File: config.mk
export PLATFORM = sky130hd
export DESIGN_NAME = control_word_sequencer
export DESIGN_NICKNAME = d
export VERILOG_FILES = /design/src/rtl/control_word_sequencer.sv
export SDC_FILE = /design/constraint.sdc
export NUM_CORES = 1
export LEC_CHECK = 0
export ABC_AREA = 1
export CORE_MARGIN = 2
export CORE_UTILIZATION = 36
export CTS_BUF_LIST = sky130_fd_sc_hd__clkbuf_4
export DETAILED_ROUTE_END_ITERATION = 16
export HOLD_SLACK_MARGIN = 0.12
export PLACE_DENSITY = 0.51
export SLEW_MARGIN = 20
export SYNTH_ARGS = -nofsm -noshare
export SYNTH_HDL_FRONTEND = slang
export SYNTH_SLANG_ARGS = --single-unit
File: constraint.sdc
create_clock -name clk -period 3.1 [get_ports clk]
set_input_delay 0.775 -clock clk [delete_from_list [all_inputs] [get_ports clk]]
set_output_delay 0.775 -clock clk [all_outputs]
set_load 0.02 [all_outputs]
File: src/rtl/control_word_sequencer.sv
`default_nettype none
// ============================================================================
//  Module   : control_word_sequencer
//  Brief    : Loadable micro-program sequencer issuing datapath control words
//             and constants, with Z-flag branching and single-step support.
//  Revision : 1.0  initial release
// ============================================================================
module control_word_sequencer #(
    parameter int ADDR_W = 4
) (
    input  logic              clk,
    input  logic              reset,
    input  logic              start,
    input  logic              step_mode,
    input  logic              step,
    input  logic              prog_we,
    input  logic [ADDR_W-1:0] prog_addr,
    input  logic [31:0]       prog_data,
    input  logic              Z,
    output logic [15:0]       control_word,
    output logic [7:0]        constant_out,
    output logic [ADDR_W-1:0] pc,
    output logic              busy,
    output logic              halted,
    output logic [7:0]        issue_count
);

    localparam int         c_depth    = 2**ADDR_W;
    localparam logic [1:0] c_seq_next = 2'b00;
    localparam logic [1:0] c_seq_jump = 2'b01;
    localparam logic [1:0] c_seq_brz  = 2'b10;
    localparam logic [1:0] c_seq_halt = 2'b11;

    typedef enum logic [1:0] {
        ST_IDLE = 2'd0,
        ST_RUN  = 2'd1,
        ST_HALT = 2'd2
    } state_t;

    state_t            r_state;
    logic [31:0]       r_mem [c_depth];
    logic [15:0]       r_cw;
    logic [7:0]        r_const;
    logic [ADDR_W-1:0] r_pc;
    logic              r_busy;
    logic              r_halted;
    logic [7:0]        r_count;

    logic [31:0]       w_entry;
    logic [1:0]        w_seq;
    logic [ADDR_W-1:0] w_target;
    logic [ADDR_W-1:0] w_pc_inc;
    logic [ADDR_W-1:0] w_pc_next;
    logic              w_advance;

    // Program memory: no reset, so a loaded program survives a sequencer reset.
    always_ff @(posedge clk) begin
        if (prog_we && (r_state != ST_RUN)) begin
            r_mem[prog_addr] <= prog_data;
        end
    end

    assign w_entry   = r_mem[r_pc];
    assign w_seq     = w_entry[31:30];
    assign w_target  = w_entry[24 +: ADDR_W];
    assign w_pc_inc  = r_pc + 1'b1;
    assign w_advance = (r_state == ST_RUN) && (!step_mode || step);

    // TARGET field is 6 bits wide; bits above ADDR_W carry no meaning.
    if (ADDR_W < 6) begin : g_target_pad
        logic w_unused_target;
        assign w_unused_target = ^w_entry[29:24+ADDR_W];
    end

    always_comb begin
        w_pc_next = w_pc_inc;
        case (w_seq)
            c_seq_jump: w_pc_next = w_target;
            c_seq_brz:  w_pc_next = Z ? w_target : w_pc_inc;
            c_seq_halt: w_pc_next = r_pc;
            default:    w_pc_next = w_pc_inc;
        endcase
    end

    always_ff @(posedge clk) begin
        if (reset) begin
            r_state  <= ST_IDLE;
            r_cw     <= 16'h0000;
            r_const  <= 8'h00;
            r_pc     <= '0;
            r_busy   <= 1'b0;
            r_halted <= 1'b0;
            r_count  <= 8'h00;
        end else begin
            case (r_state)
                ST_IDLE, ST_HALT: begin
                    if (start) begin
                        r_pc     <= '0;
                        r_count  <= 8'h00;
                        r_halted <= 1'b0;
                        r_busy   <= 1'b1;
                        r_state  <= ST_RUN;
                    end
                end
                ST_RUN: begin
                    if (w_advance) begin
                        if (w_seq == c_seq_halt) begin
                            r_cw     <= 16'h0000;
                            r_const  <= 8'h00;
                            r_busy   <= 1'b0;
                            r_halted <= 1'b1;
                            r_state  <= ST_HALT;
                        end else begin
                            r_cw    <= w_entry[15:0];
                            r_const <= w_entry[23:16];
                            r_pc    <= w_pc_next;
                            if (r_count != 8'hFF) begin
                                r_count <= r_count + 8'd1;
                            end
                        end
                    end else begin
                        // Hold the word but drop RW so the datapath never writes twice.
                        r_cw[0] <= 1'b0;
                    end
                end
                default: begin
                    r_state <= ST_IDLE;
                    r_busy  <= 1'b0;
                end
            endcase
        end
    end

    assign control_word = r_cw;
    assign constant_out = r_const;
    assign pc           = r_pc;
    assign busy         = r_busy;
    assign halted       = r_halted;
    assign issue_count  = r_count;

endmodule
`default_nettype wire

==> run_results.csv, run 1 <==
group,metric,value,unit
power_and_ir_drop,powerDensity,676.0,nW/µm²
route,drtIter0Drc,1048,
sta,finalHoldViolations,0,
global_route,grt_use_total,0.1869,
clocking,clock_path_buffers,3,
power_and_ir_drop,p_leak,8.833,nW
floorplan,die_area,60250,µm²
route,viasPerCell,4.916,
sta,drv_slew,0,
yosys,synth-edff-count,480,
route,dr_total_vias,14000,
sta,tns,0,ns
finish,fillers,5474,
route,ant_nets,0,
global_route,grt_remaining_overflow,0,
floorplan,start_util,0.3638,
route,drcViolationCount,0,
clocking,clkTransAtPathRegs,0.07,ns
worst_setup_path,crit_arrival,2.05,ns
sta,period_needed,2.825,ns
yosys,synth_top_cells_by_area,"edfxtp_1 69%, nand2_1 9.6%, nand3_1 5.7%",
yosys,syn_nets,1846,
clocking,cts_tree,"built",
sta,skew,0.05151,ns
yosys,ys_warn_count,0,
worst_setup_path,crit_type,"flip-flop to output pin",
yosys,ys.flop_type,"edfxtp_1",
place,dp.cells,2596,
clocking,root_buffer,"clkbuf_4",
finish,seq_area,15300,µm²
worst_setup_path,regToRegSetupSlack,0.34,ns
finish,postLayoutCoreUtil,0.4325,
clocking,post_cts_resized,0,
finish,syn_to_final_growth,18.89,%
clocking,cts_inserted_buffers,144,
worst_setup_path,crit_path_max_fanout,6,
sta,maxSlewHeadroom,0.4081,
finish,final_nets,2025,
worst_setup_path,path_buf_inv,1,
global_route,grt_pass1_wl,83.79,mm
worst_hold_path,hold_class,"input pin to flip-flop",
yosys,yosysTopAreaCell,"edfxtp_1",
finish,drive_gt1_frac,0.1589,
yosys,async_flop_share,0,
floorplan,dieWidth,245.5,µm
worst_setup_path,cp-end-kind,"output pin",
yosys,yosysMostFrequentCell,"nand2_1",
sta,rsz0062_at_grt,"no",
floorplan,io_pins,81,
floorplan,die_y,245.5,µm
yosys,synth_common_cells,"535 x nand2_1, 480 x edfxtp_1, 240 x nand3_1",
worst_setup_path,critical-path-slowest-cell,"clkdlybuf4s50_1",
job,cap_violations,0,
finish,multi_input_area,5022,µm²
sta,worst_slew_pin_slew,0.8879,ns
global_route,grt_pass1_vias,13930,
floorplan,rows,88,
power_and_ir_drop,peakVddDrop,326.3,µV
place,gp_congestion,0.7632,
clocking,clock_latency,0.97,ns
sta,period_share,0.9113,
sta,fmax,0.3540,GHz
clocking,htree_levels,4,
route,first_pass_iters,5,
worst_setup_path,cp.required,2.32,ns
global_route,grt_max_degree,142,
worst_setup_path,crit_chain,"clkdlybuf4s50_1",
global_route,antenna_found_initial,2,
clocking,cts_setup_buffers,0,
outcome,status,"completed",
sta,setup-violations-final,0,
yosys,ys_types,32,
yosys,ys_seq_area_frac,0.7287,
sta,hold-worst-slack,0.3229,ns
worst_setup_path,setup.worst_path.start_class,"flip-flop",
worst_setup_path,slowest_delay,0.65,ns
place,io_buffers,78,
floorplan,core_area,57700,µm²
clocking,clkSinkCount,524,
route,wl,54.84,mm
finish,fin_cells,2848,
yosys,synth_cells,1798,
yosys,syn_avg_cell_area,11.67,µm²
yosys,syn_area,20990,µm²
place,hpwl,30.03,mm
yosys,synth_seq_cells,524,
yosys,synth_top_area_share,0.6868,
worst_setup_path,cpLargestDelayFamily,"buffers and inverters",
route,wl_per_cell,19.26,µm
clocking,holdBufCountCts,0,
## cells in the final DEF (no fill, tap or decap), drive strengths merged, types with 44 or more instances in the layout
cell type,count
clkdlybuf4s50,77
edfxtp,480
a21oi,156
o21ai,74
dfxtp,44
buf,62
nand3,240
clkbuf,220
nor2,60
inv,71
nand2,539
## flip-flops by register name (all words and copies together) (netlist names), named ones only
signal and flops:
halted 1, control_word 16, pc 4, r_mem 480
constant_out 8, r_state 2, busy 1, issue_count 8
## path summary, 6_finish.rpt
check                                     from              end  cells past startpoint
worst min-delay path                     reset  control_word[1]                      2
worst max register to register       flip-flop   issue_count[3]                     14
worst max-delay path                     pc[0]            pc[0]                      1
worst min register to register  issue_count[4]   issue_count[4]                      2
## metrics by stage
step / worst slack, ns / power, mW / cell area, µm²
detailed placement: 0.3308 / 10.54 / 23020
CTS: 0.1349 / 17.11 / 24940
global placement: 0.3128 / 10.52 / 23020
global route: 0.03788 / 17.76 / 24940
floorplan: 0.2591 / 9.725 / 20990
finish: 0.2751 / 16.87 / 24950
## layout make-up
| cell class | instances | share of cell area |
|---|---|---|
| Sequential cell | 524 | 0.6133 |
| Inverter | 69 | 0.01073 |
| Clock inverter | 26 | 0.01053 |
| Clock buffer | 220 | 0.06619 |
| Multi-Input combinational cell | 1099 | 0.2013 |
| Antenna cell | 6 | 0.0006017 |
| Timing Repair Buffer | 139 | 0.05897 |
| Tap cell | 765 | 0.03836 |
## where the power goes
part	switching, mW	internal, mW	total [mW]
clock network	2.79	3.70	6.49
registers	0.104	7.87	7.98
logic	1.65	0.752	2.40
total	4.54	12.3	16.9
## logic make-up (layout without fill, tap and decap cells)
group	count (synthesis)	in the layout	synth area share
AOI/OAI and AO/OA	245	245	0.06075
xor gates and xnor gates	3	3	0.001252
adders and majority gates	5	5	0.002981
buffers and inverters	175	454	0.03798
DFF	524	524	0.7287
other	0	6	0
and+or+nand+nor	846	846	0.1683
## worst reg2reg max path, delay by kind of cell (launching register included)
kind            cells  cell delay, ns
compound gates      4            0.71
fa+ha+maj           1            0.28
flops               1            0.47
simple gates        6            0.61
buf+inv             3            0.62
## per-layer routing
| layer | part of all wire | GRT usage | vias to the layer above | wire, µm |
|---|---|---|---|---|
| met4 | 0.020 | 0.07023 | 0 | 1109 |
| met2 | 0.46 | 0.2912 | 367 | 25420 |
| met5 | 0 | 0 | - | 0 |
| met1 | 0.46 | 0.2527 | 6791 | 25470 |
| li1 | - | - | 6758 | - |
| met3 | 0.052 | 0.04616 | 86 | 2843 |
Power figures use the tool's default switching activity.
==> inputs of run 2 (changes only) <==
--- a/config.mk
+++ b/config.mk
@@ -10,8 +10,9 @@
 export CORE_UTILIZATION = 36
 export CTS_BUF_LIST = sky130_fd_sc_hd__clkbuf_4
 export DETAILED_ROUTE_END_ITERATION = 16
-export HOLD_SLACK_MARGIN = 0.12
+export HOLD_SLACK_MARGIN = 0.03
 export PLACE_DENSITY = 0.51
+export SKIP_LAST_GASP = 1
 export SLEW_MARGIN = 20
 export SYNTH_ARGS = -nofsm -noshare
 export SYNTH_HDL_FRONTEND = slang
==> results of run 2 <==
The final DEF is identical to that of run 1; final timing and power are the same.
